`src/rtl/instruction_fetch_unit_if.sv`:
```
// Fetch-stage bus: instruction memory port, decode bundle, redirect request and status.
// The master modport is the fetch unit; the slave modport is the memory/decode side.
interface instruction_fetch_unit_if;
  logic [31:0] mem_addr;
  logic [31:0] mem_instruction;
  logic        id_stall;
  logic        redirect_valid;
  logic [31:0] redirect_target;
  logic [31:0] id_instr;
  logic [31:0] id_pc;
  logic [31:0] id_pc_plus4;
  logic        id_valid;
  logic        addr_fault;
  logic [31:0] fetch_count;

  modport master (
    output mem_addr,
    input  mem_instruction,
    input  id_stall,
    input  redirect_valid,
    input  redirect_target,
    output id_instr,
    output id_pc,
    output id_pc_plus4,
    output id_valid,
    output addr_fault,
    output fetch_count
  );

  modport slave (
    input  mem_addr,
    output mem_instruction,
    output id_stall,
    output redirect_valid,
    output redirect_target,
    input  id_instr,
    input  id_pc,
    input  id_pc_plus4,
    input  id_valid,
    input  addr_fault,
    input  fetch_count
  );
endinterface

```
`src/rtl/instruction_fetch_unit.sv`:
```
// PC generator and fetch controller in front of a one-cycle registered instruction memory.
// Stalls replay the in-flight address; redirects discard the wrong-path word.
module instruction_fetch_unit #(
  parameter logic [31:0] RESET_PC   = 32'h0000_0000,
  parameter int          IMEM_BYTES = 1024,
  parameter logic [31:0] NOP_INSTR  = 32'h0000_0000
) (
  input  logic                    clk,
  input  logic                    rst_n,
  instruction_fetch_unit_if.master bus
);

  localparam logic [31:0] ADDR_MASK  = 32'(IMEM_BYTES - 1);
  localparam logic [31:0] WORD_MASK  = ADDR_MASK & ~32'd3;
  localparam logic [31:0] RESET_ADDR = RESET_PC & ADDR_MASK;

  logic [31:0] pc_reg;
  logic [31:0] f_pc;
  logic        f_valid;
  logic        fault_reg;
  logic [31:0] count_reg;

  logic [31:0] pc_next;
  logic [31:0] f_pc_next;
  logic        f_valid_next;
  logic        fault_next;
  logic [31:0] count_next;

  logic [31:0] addr_sel;
  logic        target_bad;

  // Replaying f_pc while stalled keeps the memory output steady without a holding register.
  always_comb begin
    addr_sel = pc_reg;
    if (!rst_n && !bus.id_stall) begin
      addr_sel = RESET_ADDR;
    end else if (bus.id_stall) begin
      addr_sel = f_pc;
    end
  end

  assign bus.mem_addr = addr_sel & ADDR_MASK;

  assign target_bad = (bus.redirect_target[1:0] != 2'b00) ||
                      ((bus.redirect_target & ~ADDR_MASK) != 32'd0);

  always_comb begin
    pc_next      = pc_reg;
    f_pc_next    = f_pc;
    f_valid_next = f_valid;
    fault_next   = fault_reg;
    count_next   = count_reg;
    if (bus.redirect_valid) begin
      pc_next      = bus.redirect_target & WORD_MASK;
      f_pc_next    = bus.mem_addr;
      f_valid_next = 1'b0;
      if (target_bad) begin
        fault_next = 1'b1;
      end
    end else if (!bus.id_stall) begin
      pc_next      = (pc_reg + 32'd4) & ADDR_MASK;
      f_pc_next    = pc_reg;
      f_valid_next = 1'b1;
      if (f_valid) begin
        count_next = count_reg + 32'd1;
      end
    end
  end

  always_ff @(posedge clk) begin
    if (!rst_n) begin
      pc_reg    <= RESET_ADDR;
      f_pc      <= RESET_ADDR;
      f_valid   <= 1'b0;
      fault_reg <= 1'b0;
      count_reg <= 32'd0;
    end else begin
      pc_reg    <= pc_next;
      f_pc      <= f_pc_next;
      f_valid   <= f_valid_next;
      fault_reg <= fault_next;
      count_reg <= count_next;
    end
  end

  assign bus.id_valid    = f_valid;
  assign bus.id_pc       = f_pc;
  assign bus.id_pc_plus4 = (f_pc + 32'd4) & ADDR_MASK;
  assign bus.id_instr    = f_valid ? bus.mem_instruction : NOP_INSTR;
  assign bus.addr_fault  = fault_reg;
  assign bus.fetch_count = count_reg;

endmodule

```
`src/flat_wrapper.sv`:
```
// flat-port wrapper written by rule: the top's interface ports become plain ports
module instruction_fetch_unit_flat 
#(
  parameter logic [31:0] RESET_PC   = 32'h0000_0000,
  parameter int          IMEM_BYTES = 1024,
  parameter logic [31:0] NOP_INSTR  = 32'h0000_0000
)
  (clk, rst_n, bus_mem_addr, bus_mem_instruction, bus_id_stall, bus_redirect_valid, bus_redirect_target, bus_id_instr, bus_id_pc, bus_id_pc_plus4, bus_id_valid, bus_addr_fault, bus_fetch_count);
  instruction_fetch_unit_if bus_i ();
  input  logic clk;
  input  logic rst_n;
  output wire logic [$bits(bus_i.mem_addr)-1:0] bus_mem_addr;
  input wire logic [$bits(bus_i.mem_instruction)-1:0] bus_mem_instruction;
  input wire logic [$bits(bus_i.id_stall)-1:0] bus_id_stall;
  input wire logic [$bits(bus_i.redirect_valid)-1:0] bus_redirect_valid;
  input wire logic [$bits(bus_i.redirect_target)-1:0] bus_redirect_target;
  output wire logic [$bits(bus_i.id_instr)-1:0] bus_id_instr;
  output wire logic [$bits(bus_i.id_pc)-1:0] bus_id_pc;
  output wire logic [$bits(bus_i.id_pc_plus4)-1:0] bus_id_pc_plus4;
  output wire logic [$bits(bus_i.id_valid)-1:0] bus_id_valid;
  output wire logic [$bits(bus_i.addr_fault)-1:0] bus_addr_fault;
  output wire logic [$bits(bus_i.fetch_count)-1:0] bus_fetch_count;
  assign bus_mem_addr = bus_i.mem_addr;
  assign bus_i.mem_instruction = bus_mem_instruction;
  assign bus_i.id_stall = bus_id_stall;
  assign bus_i.redirect_valid = bus_redirect_valid;
  assign bus_i.redirect_target = bus_redirect_target;
  assign bus_id_instr = bus_i.id_instr;
  assign bus_id_pc = bus_i.id_pc;
  assign bus_id_pc_plus4 = bus_i.id_pc_plus4;
  assign bus_id_valid = bus_i.id_valid;
  assign bus_addr_fault = bus_i.addr_fault;
  assign bus_fetch_count = bus_i.fetch_count;
  instruction_fetch_unit #(.RESET_PC(RESET_PC), .IMEM_BYTES(IMEM_BYTES), .NOP_INSTR(NOP_INSTR)) u_core (.clk(clk), .rst_n(rst_n), .bus(bus_i));
endmodule
```
`config.mk`:
```
export PLATFORM = sky130hd
export DESIGN_NAME = instruction_fetch_unit_flat
export DESIGN_NICKNAME = d
export VERILOG_FILES = /design/src/rtl/instruction_fetch_unit_if.sv /design/src/rtl/instruction_fetch_unit.sv /design/src/flat_wrapper.sv
export SDC_FILE = /design/constraint.sdc
export NUM_CORES = 1
export LEC_CHECK = 0
export BUFFER_PORTS_ARGS = -buffer_cell sky130_fd_sc_hd__buf_2
export CORE_ASPECT_RATIO = 1.75
export CORE_MARGIN = 5
export CORE_UTILIZATION = 46
export DETAILED_ROUTE_END_ITERATION = 10
export PLACE_DENSITY_LB_ADDON = 0.3
export SYNTH_ARGS = -nofsm -noshare
export SYNTH_HDL_FRONTEND = slang
export SYNTH_SLANG_ARGS = --single-unit
```
`constraint.sdc`:
```
create_clock -name clk -period 2.5 [get_ports clk]
set_input_delay 0 -clock clk [delete_from_list [all_inputs] [get_ports clk]]
set_output_delay 0 -clock clk [all_outputs]
set_load 0.01 [all_outputs]
```
==> metrics.md, run 1 <==
| Metric | Value |
|---|---|
| Worst R2R Start | u_core.bus.fetch_count[16] |
| Critical path startpoint category | register |
| Post-layout min period | roughly 1.9 ns |
| Hold-fix buffers, CTS | 5 |
| PostCTS Resize Cnt | 0 |
| Fraction of layout cells with a size suffix above 1 | between 30% and 40% |
| Crit path cell chain | and3_1 > or4b_1 > o311ai_0 > o41ai_1 |
| Worst reg2reg path endpoint | u_core.bus.fetch_count[21] |
| Hold Path Depth | 3 |
| Syn Area/Cell | 8.410 um^2 |
| Die Width | between 70 and 80 um |
| Asr flop ratio synth | 0% |
| Flop-to-flop setup slack | a little over 0.6 ns |
| Global-route wire length before repair | between 10000 and 15000 um |
| Netlist cell types | 43 |
| Worst R2R Path Depth | 4 |
| HP Class | in -> reg |
| RePlAce Congestion | a little under 0.9 |
| Yosys reg bits | 52 |
| Top cell type's share of synthesized area | 30.79% |
| Fin crit share | 75.53% |
| Final Hold Viols | 0 |
| Clock root buffer | clkbuf_16 |
| Setup CP Type | reg -> reg |
| Sink Count | 52 |
| Maximum clock rate | around 0.53 GHz |
| Slew HR | around three fifths |
| Power Dens Cells | about 440 nW/um^2 |
| Post-synth EDFFs | 0 |
| Fin Clk Skew | a little under 0.008 ns |
| Global route overflow | 0 |
| Vias | about 3300 |
| DRC viols | 0 |
| CP arrival | between 2 and 2.5 ns |
| Status | completed |
| Crit end category | register |
| Seq/Total Area, Yosys | 30.79% |
| Placed cells | 631 |
| Critical Path Max Stage Delay | approximately 0.56 ns |
| Hold_sp | bus_redirect_target[7] |
| Worst-path clk slew | approximately 0.070 ns |
| CTS tree | done |
| P_leak | 2.120 nW |
| Max-cap viol count | 0 |
| Worst-Margin Slew | 0.5758 ns |
| Antenna violations before repair | 11 |
| Tot GR Track Use | a little over a fifth |
| Layout area overhead | 23.28% |
| TNS Setup | 0 ns |
| WP buf/inv | 0 |
| Worst path top cell family by delay | simple AND/OR/NAND/NOR gates |
| Num rows | 41 |
| RSZ-0062 raised after global routing | no |
| # H-tree levels | 2 |
| Final setup viols | 0 |
| Max FFs per register | 32 |
| Antenna viol nets, final | 0 |
| Syn. warnings | 0 |
| Top Ports | 230 |
| CTS Buf Count | 5 |
| Die Height | around 120 um |
| DR iter-0 viols | roughly 140 |
| Peak fanout along the critical path | 7 |
| Most numerous cell in the Yosys netlist | buf_4 |
| Yosys top cell by area | dfxtp_1 |
| Primary FF master, synth | dfxtp_1 |
| Top cells by area, synth | dfxtp_1, buf_4, and2_1, mux2i_1, a21oi_1 |
| Synth top cells by count | buf_4, dfxtp_1, and2_1 |
| Wire per inst | between 15 and 20 um |
| Max Slew Vio Count | 0 |
| Worst Hold Path EP | u_core.pc_reg[7] |
| Fin cells | about 650 |
| Clock Path Buffers | 2 |
| Core area | approximately 7000 um^2 |
| Layout fillers | 704 |
| Port buffer count | between 150 and 200 |
| Setup bufs post-CTS | 0 |
| Routed wire length | roughly 10000 um |
| Final #Nets | between 600 and 700 |
| Peak supply drop | roughly 600 uV |
| Vias per inst | roughly 5 |
| Mapped Cells | between 400 and 500 |
| Die area | ~9200 um^2 |
| Pin count of the biggest net entering global routing | 44 |
| Slowest CP cell | or4b_1 |
| DP Wirelength | roughly 8300 um |
| CP Data Required Time | 2.66 ns |
| Number of detailed-routing iterations run before antenna repair | 4 |
| Mapped cell area | between 3000 and 4000 um^2 |
| Vias in the first global route | about 3000 |
| Clock Latency Late Sink | approximately 0.30 ns |
| Initial core utilization | between 40% and 50% |
-- metrics by stage --
stage | hold WS, ns | setup slack (ns) | utilization, % | instance area, um^2 | power, W
global route | 0.03995 | 0.4608 | 58.03 | 4168 | 0.001889
detailed placement | 0.2418 | 0.6364 | 55.23 | 3966 | 0.001136
CTS | 0.01202 | 0.6077 | 57.89 | 4158 | 0.001825
finish | 0.01718 | 0.6117 | 58.03 | 4168 | 0.001814
floorplan | 0.1427 | 0.7238 | - | 3625 | 0.001104
global placement | 0.2326 | 0.7514 | 55.23 | 3966 | 0.001132
-- cells by family (layout without fill, tap and decap cells) --
group / after synthesis / in the layout / share of synthesized area [%]
XOR/XNOR: 21 / 21 / 5.441
adder cells (fa/ha/maj): 3 / 3 / 1.110
other: 1 / 70 / 0.1109
AO/OA/AOI/OAI: 63 / 63 / 12.62
flip-flops: 52 / 52 / 30.79
AND/OR/NAND/NOR: 153 / 153 / 27.28
buffers and inverters: 97 / 188 / 19.10
multiplexers: 12 / 12 / 3.553
-- cell usage in the layout, fill, tap and decap left out, types with 5 or more instances in the layout --
| cell type | Yosys | layout |
|---|---|---|
| or4_1 | 15 | 15 |
| nand3_1 | 13 | 13 |
| and2_1 | 37 | 37 |
| dlygate4sd3_1 | 0 | 5 |
| o31ai_1 | 15 | 15 |
| and4_1 | 5 | 5 |
| xnor2_1 | 13 | 13 |
| nor4_1 | 7 | 7 |
| mux2i_1 | 12 | 12 |
| nand2b_1 | 6 | 6 |
| o21ai_0 | 5 | 5 |
| buf_2 | 3 | 163 |
| xor2_1 | 8 | 8 |
| buf_4 | 72 | 5 |
| nor2_1 | 25 | 25 |
| a22o_1 | 8 | 8 |
| nand2_1 | 11 | 11 |
| inv_1 | 6 | 6 |
| dfxtp_1 | 52 | 52 |
| and3_1 | 10 | 10 |
| a21oi_1 | 23 | 23 |
| nand4_1 | 10 | 10 |
| conb_1 | 1 | 66 |
| clkbuf_16 | 0 | 5 |
-- report_power, final --
part | switching, W | internal, W | total (W) | leakage, nW
sequential | 0.0000220 | 0.000844 | 0.000866 | 0.422
clock | 0.000314 | 0.000375 | 0.000689 | 0.0681
combinational | 0.000150 | 0.000108 | 0.000258 | 1.63
total | 0.000486 | 0.00133 | 0.00181 | 2.12
-- final cells by class --
class,count,area (um^2),share of cell area (%)
Clock buffer,7,132.6,3.182
Clock inverter,1,8.758,0.2101
Antenna cell,4,10.01,0.2402
Tap cell,86,107.6,2.582
Multi-Input combinational cell,318,1938,46.50
Timing Repair Buffer,173,903.4,21.68
Inverter,7,26.28,0.6304
Sequential cell,52,1041,24.98
-- how the worst max path moves through the flow --
stage                                      end  depth (start not counted)                  startpoint
detailed placement  u_core.bus.fetch_count[25]                          4  u_core.bus.fetch_count[16]
CTS                 u_core.bus.fetch_count[25]                          4  u_core.bus.fetch_count[17]
global placement    u_core.bus.fetch_count[25]                          4  u_core.bus.fetch_count[16]
finish              u_core.bus.fetch_count[21]                          4  u_core.bus.fetch_count[16]
global route        u_core.bus.fetch_count[21]                          4  u_core.bus.fetch_count[16]
floorplan           u_core.bus.fetch_count[21]                          6  u_core.bus.fetch_count[16]
-- tightest hold or removal path, cell delays in order --
cell and delay, ns:
buf_2 0.07, nand2b_1 0.08, o211a_1 0.13
-- per-layer routing --
metal,part of all wire (%),wire (um),track usage [%],up-vias
li1,-,-,-,1605
met1,31,3203,18.69,1529
met2,54,5562,40.91,142
met5,0.68,70,0,-
met3,12,1248,10.90,20
met4,1.4,140,6.013,12
No activity file was read; power rests on OpenSTA's default activity.
==> run 2: changes to the inputs <==
--- a/config.mk
+++ b/config.mk
@@ -8,7 +8,7 @@
 export BUFFER_PORTS_ARGS = -buffer_cell sky130_fd_sc_hd__buf_2
 export CORE_ASPECT_RATIO = 1.75
 export CORE_MARGIN = 5
-export CORE_UTILIZATION = 46
+export CORE_UTILIZATION = 42
 export DETAILED_ROUTE_END_ITERATION = 10
 export PLACE_DENSITY_LB_ADDON = 0.3
 export SYNTH_ARGS = -nofsm -noshare
==> constraint.sdc (replaced) <==
create_clock -name clk -period 1.9 [get_ports clk]
set_input_delay 0 -clock clk [delete_from_list [all_inputs] [get_ports clk]]
set_output_delay 0 -clock clk [all_outputs]
set_load 0.01 [all_outputs]
==> metrics.md, run 2 (synthesized netlist as in run 1, its figures left out) <==
| Metric | Value |
|---|---|
| Die Width | 77.82 um (+4.0%) |
| Final Hold Viols | 0 (unchanged) |
| Sink Count | 52 (unchanged) |
| Peak fanout along the critical path | 22 (+15) |
| Crit end category | register |
| Clock root buffer | clkbuf_16 |
| Placed cells | 640 (+1.4%) |
| Number of detailed-routing iterations run before antenna repair | 4 (unchanged) |
| Min Hold Slack | 0.02951 ns (+0.01233 ns) |
| Worst reg2reg path endpoint | u_core.bus.fetch_count[24] |
| Peak supply drop | 561.3 uV (-7.1%) |
| Worst Setup EP | u_core.bus.fetch_count[24] |
| CTS tree | done |
| Max FFs per register | 32 (unchanged) |
| Max-cap viol count | 0 (unchanged) |
| Status | completed |
| Fin crit share | 93.87% (+18 points) |
| Commonest non-fill, non-tap cell in the layout | buf_2 |
| Pin count of the biggest net entering global routing | 44 (unchanged) |
| Initial core utilization | 42.75% (-4.3 points) |
| RSZ-0062 raised after global routing | yes |
| DP Wirelength | 7994 um (-3.4%) |
| HP Class | in -> reg |
| Vias in the first global route | 3139 (+3.4%) |
| Worst-path clk slew | 0.07 ns (about the same) |
| Comb pwr share | 14.3% (about the same) |
| Net switching power | 0.0006417 W (+32%) |
| P_leak | 2.159 nW (+1.8%) |
| CP Data Required Time | 2.13 ns (-0.53 ns) |
| # H-tree levels | 2 (unchanged) |
| Power Dens Cells | 574.8 nW/um^2 (+32%) |
| Global-route wire length before repair | 15260 um (+2.1%) |
| CTS Buf Count | 5 (unchanged) |
| DR iter-0 viols | 111 (-23%) |
| Layout fillers | 776 (+10%) |
| Most frequent cells in the layout | buf_2, conb_1, dfxtp_1 |
| CP arrival | 2.01 ns (-0.04 ns) |
| Fin cells | 653 (+0.77%) |
| Slew HR | 61.46% (about the same) |
| Post-layout min period | 1.784 ns (-0.1047 ns) |
| Clock Latency Late Sink | 0.29 ns (about the same) |
| Final setup viols | 0 (unchanged) |
| Clock Path Buffers | 2 (unchanged) |
| DP Area | 4009 um^2 (+1.1%) |
| Routed wire length | 9935 um (-2.8%) |
| Num rows | 43 (+4.9%) |
| DRC viols | 0 (unchanged) |
| Footprint of the multi-input gates | 1944 um^2 (+0.32%) |
| Worst-Margin Slew | 0.5759 ns (+0.0001083 ns) |
| FF+latch area | 1042 um^2 (+0.12%) |
| RePlAce Congestion | 0.8360 (-3.7%) |
| Layout area overhead | 24.80% |
| Max Slew Vio Count | 0 (unchanged) |
| Sw frac | 26.46% (-0.35 points) |
| Worst slack, placed | 0.1031 ns (-0.5333 ns) |
| Wire per inst | 15.21 um (-3.6%) |
| Clk pwr share | 38.7% (+0.7 points) |
| Die Height | 128.7 um (+4.3%) |
| Maximum clock rate | 0.5607 GHz (+5.9%) |
| Port buffer count | 163 (unchanged) |
| Fin Clk Skew | 0.003643 ns (-0.004309 ns) |
| Setup CP Type | reg -> reg |
| Internal power | 0.001783 W (+34%) |
| Vias | 3275 (-1.0%) |
| Final #Nets | 633 (+0.80%) |
| Top Ports | 230 (unchanged) |
| Final setup margin | 0.1164 ns (-0.4953 ns) |
| Global route overflow | 0 (unchanged) |
| Crit path from | u_core.bus.fetch_count[0] |
| Fraction of layout cells with a size suffix above 1 | 33.21% (+1.1 points) |
| Core area | 7909 um^2 (+10%) |
| Antenna cell count | 0 (-4) |
| Finished Core Util | 53.35% (-4.7 points) |
| Critical path startpoint category | register |
| Flop-to-flop setup slack | 0.12 ns (-0.50 ns) |
| Share of power burned in registers | 47.0% (-0.8 points) |
| Antenna violations before repair | 2 (-9) |
| Worst R2R Start | u_core.bus.fetch_count[0] |
| Antenna viol nets, final | 0 (unchanged) |
| Post-route cell area | 4219 um^2 (+1.2%) |
| Die area | 10010 um^2 (+8.5%) |
| Worst R2R Path Depth | 6 (+2) |
| Vias per inst | 5.015 (-1.8%) |
| Tot GR Track Use | 18.63% (-2.8 points) |
run 2: what timing repair did:
action,in CTS,in global routing
setup buffers,0,0
hold buffers,5,0
setup endpoints to repair,0,4
hold endpoints to repair,5,0
resized for setup,0,3
run 2: worst min path at each step:
stage | start | to | slack [ns] | cells past startpoint
6_report | bus_redirect_target[7] | u_core.pc_reg[7] | 0.03 | 3
5_1_grt | bus_redirect_target[8] | u_core.pc_reg[8] | 0.07 | 3
4_1_cts | bus_redirect_target[7] | u_core.pc_reg[7] | 0.03 | 3
3_5_place_dp | bus_redirect_target[5] | u_core.pc_reg[5] | 0.25 | 3
3_3_place_gp | bus_redirect_target[2] | u_core.pc_reg[2] | 0.23 | 3
2_1_floorplan | bus_redirect_target[3] | u_core.pc_reg[3] | 0.14 | 2
run 2: worst max-delay path, cell delays in order (launching register included):
cell,delay [ns]
dfxtp_1,0.39
ha_1,0.18
and3_1,0.19
nand4_1,0.10
buf_4,0.22
or4_1,0.48
a21oi_1,0.15
run 2: power by group through the flow:
stage               Sequential, W  Combinational, W  Clock (W)
global placement          0.00116          0.000329          0
global route              0.00114          0.000386    0.00101
CTS                       0.00114          0.000345   0.000969
floorplan                 0.00116          0.000289          0
finish                    0.00114          0.000347   0.000938
detailed placement        0.00117          0.000335          0
run 2: routing by layer:
layer	GRT usage, %	vias up	routed length [um]
met5	0	-	23
met4	5.668	4	179
met3	6.162	18	1088
met2	35.60	147	5339
met1	18.56	1505	3304
li1	-	1601	-
run 2: cell type report:
cell class	instances	area share [%]
multi-input combinational	318	46.09
sequential	52	24.70
clock buffer	6	3.292
tap	90	2.669
timing repair buffer	178	22.30
inverter	7	0.6228
clock inverter	2	0.3262
run 2: stage by stage:
step / TNS, ns / power, W
2_1_floorplan: 0 / 0.001453
3_3_place_gp: 0 / 0.001492
3_5_place_dp: 0 / 0.001500
4_1_cts: 0 / 0.002453
5_1_grt: -0.002237 / 0.002538
6_report: 0 / 0.002425
==> run 3: changes to the inputs <==
--- a/config.mk
+++ b/config.mk
@@ -10,7 +10,8 @@
 export CORE_MARGIN = 5
 export CORE_UTILIZATION = 42
 export DETAILED_ROUTE_END_ITERATION = 10
-export PLACE_DENSITY_LB_ADDON = 0.3
+export GPL_TIMING_DRIVEN = 0
+export PLACE_DENSITY = 0.81
 export SYNTH_ARGS = -nofsm -noshare
 export SYNTH_HDL_FRONTEND = slang
 export SYNTH_SLANG_ARGS = --single-unit
==> metrics.md, run 3 (synthesized netlist as in run 1, its figures left out) <==
| Metric | Value |
|---|---|
| Core area | 7909 um^2 (unchanged) |
| CP arrival | 2.04 ns (+0.03 ns) |
| Setup CP Type | reg -> reg |
| Slew HR | 61.09% (-0.38 points) |
| Antenna viol nets, final | 0 (unchanged) |
| Routed wire length | 11360 um (+14%) |
| Top Ports | 230 (unchanged) |
| Final #Nets | 715 (+13%) |
| Peak fanout along the critical path | 5 (-77%) |
| Min Hold Slack | 0.004666 ns (-0.02484 ns) |
| Final setup viols | 0 (unchanged) |
| P_leak | 2.563 nW (+19%) |
| Final Hold Viols | 0 (unchanged) |
| Vias in the first global route | 3537 (+13%) |
| Port buffer count | 163 (unchanged) |
| Most frequent cells in the layout | buf_2, buf_4, conb_1 |
| Global route overflow | 0 (unchanged) |
| DR iter-0 viols | 130 (+17%) |
| Clock Path Buffers | 2 (unchanged) |
| Clock Latency Late Sink | 0.30 ns (about the same) |
| Peak supply drop | 731.3 uV (+30%) |
| Global-route wire length before repair | 17620 um (+15%) |
| Layout area overhead | 43.19% |
| Worst R2R Path Depth | 6 (unchanged) |
| Pin count of the biggest net entering global routing | 18 (-59%) |
| Sink Count | 52 (unchanged) |
| DRC viols | 0 (unchanged) |
| Initial core utilization | 42.75% (unchanged) |
| RePlAce Congestion | 0.9007 (+7.7%) |
| Clock root buffer | clkbuf_16 |
| Placed cells | 720 (+13%) |
| Die area | 10010 um^2 (unchanged) |
| CTS Buf Count | 5 (unchanged) |
| Worst-Margin Slew | 0.5837 ns (+0.007777 ns) |
| CTS tree | done |
| HP Class | in -> reg |
| Vias | 3615 (+10%) |
| Fin cells | 735 (+13%) |
| Crit end category | register |
| Wire per inst | 15.45 um (+1.6%) |
| Status | completed |
| Power, Total | 0.002649 W (+9.2%) |
| Vias per inst | 4.918 (-1.9%) |
| Hold Path Depth | 3 (unchanged) |
| Maximum clock rate | 0.5521 GHz (-1.5%) |
| Number of detailed-routing iterations run before antenna repair | 4 (unchanged) |
| Fraction of layout cells with a size suffix above 1 | 42.02% (+8.8 points) |
| Fin crit share | 95.33% (+1.5 points) |
| Tot GR Track Use | 21.68% (+3.1 points) |
| Power Dens Cells | 547.2 nW/um^2 (-4.8%) |
| Die Height | 128.7 um (unchanged) |
| DP Wirelength | 9442 um (+18%) |
| # H-tree levels | 2 (unchanged) |
| Worst-path clk slew | 0.07 ns (about the same) |
| Max-cap viol count | 0 (unchanged) |
| Max Slew Vio Count | 0 (unchanged) |
| Max FFs per register | 32 (unchanged) |
| Num rows | 43 (unchanged) |
| Die Width | 77.82 um (unchanged) |
| Post-layout min period | 1.811 ns (+0.02768 ns) |
| Fin Clk Skew | 0.004365 ns (+0.0007218 ns) |
| Commonest non-fill, non-tap cell in the layout | buf_2 |
| Antenna violations before repair | 0 (-2) |
| Critical path startpoint category | register |
| CP Data Required Time | 2.13 ns (about the same) |
| Antenna cell count | 0 (unchanged) |
| Flop-to-flop setup slack | 0.09 ns (-0.03 ns) |
==> run 3: cell types whose count changed in the layout (fill, tap and decap cells not counted), sizes merged <==
cell / change
buf: +71
clkbuf: +10
bufinv: +1
clkinv: +1
inv: -1
==> run 3: cell type report <==
| class | count | area, um^2 |
|---|---|---|
| Clock inverter | 3 | 47.55 |
| Tap cell | 90 | 112.6 |
| Multi-Input combinational cell | 318 | 1956 |
| Sequential cell | 52 | 1059 |
| Fill cell | 723 | 3068 |
| Timing Repair Buffer | 170 | 880.8 |
| Buffer | 90 | 634.4 |
| Clock buffer | 5 | 125.1 |
| Inverter | 7 | 26.28 |
==> run 3: repair_timing <==
| item | in CTS | in global routing |
|---|---|---|
| hold endpoints to repair | 5 | 0 |
| gates resized for setup | 7 | 19 |
| endpoints found under the setup margin | 19 | 20 |
| buffers inserted | 1 | 1 |
| hold buffers | 5 | 0 |
==> run 3: through the flow <==
stage / util [%] / TNS, ns / setup WS [ns] / area [um^2]
after floorplan: - / 0 / 0.1238 / 3625
after global placement: 57.57 / -2.234 / -0.2165 / 4553
after detailed placement: 57.57 / -2.635 / -0.2100 / 4553
after CTS: 60.72 / 0 / 0.01933 / 4802
after global routing: 61.21 / -0.09188 / -0.04366 / 4841
final: 61.21 / 0 / 0.08877 / 4841
==> run 3: power breakdown <==
part,internal (W),total (W),switching (W)
logic,0.000233,0.000461,0.000228
registers,0.00111,0.00114,0.0000328
clock network,0.000626,0.00104,0.000419
total,0.00197,0.00265,0.000680
==> run 3: worst max-delay path, cell delays in order, from the launching register on <==
cell	delay, ns
dfxtp_2	0.36
ha_1	0.19
and3_4	0.21
nand4_1	0.16
buf_4	0.19
or4_1	0.48
a21oi_1	0.15
==> run 3: final timing paths <==
kind,start,endpoint
setup / recovery,u_core.bus.fetch_count[0],u_core.bus.fetch_count[24]
setup reg to reg,u_core.bus.fetch_count[0],u_core.bus.fetch_count[24]
hold / removal,bus_redirect_target[5],u_core.pc_reg[5]
hold reg to reg,u_core.bus.addr_fault,u_core.bus.addr_fault
==> run 3: metal layers <==
metal,vias to the layer above,wire length [um],track usage [%]
met5,-,0,0
met4,0,186,7.287
met3,18,1218,6.723
met2,195,5998,40.28
met1,1630,3956,22.62
li1,1772,-,-
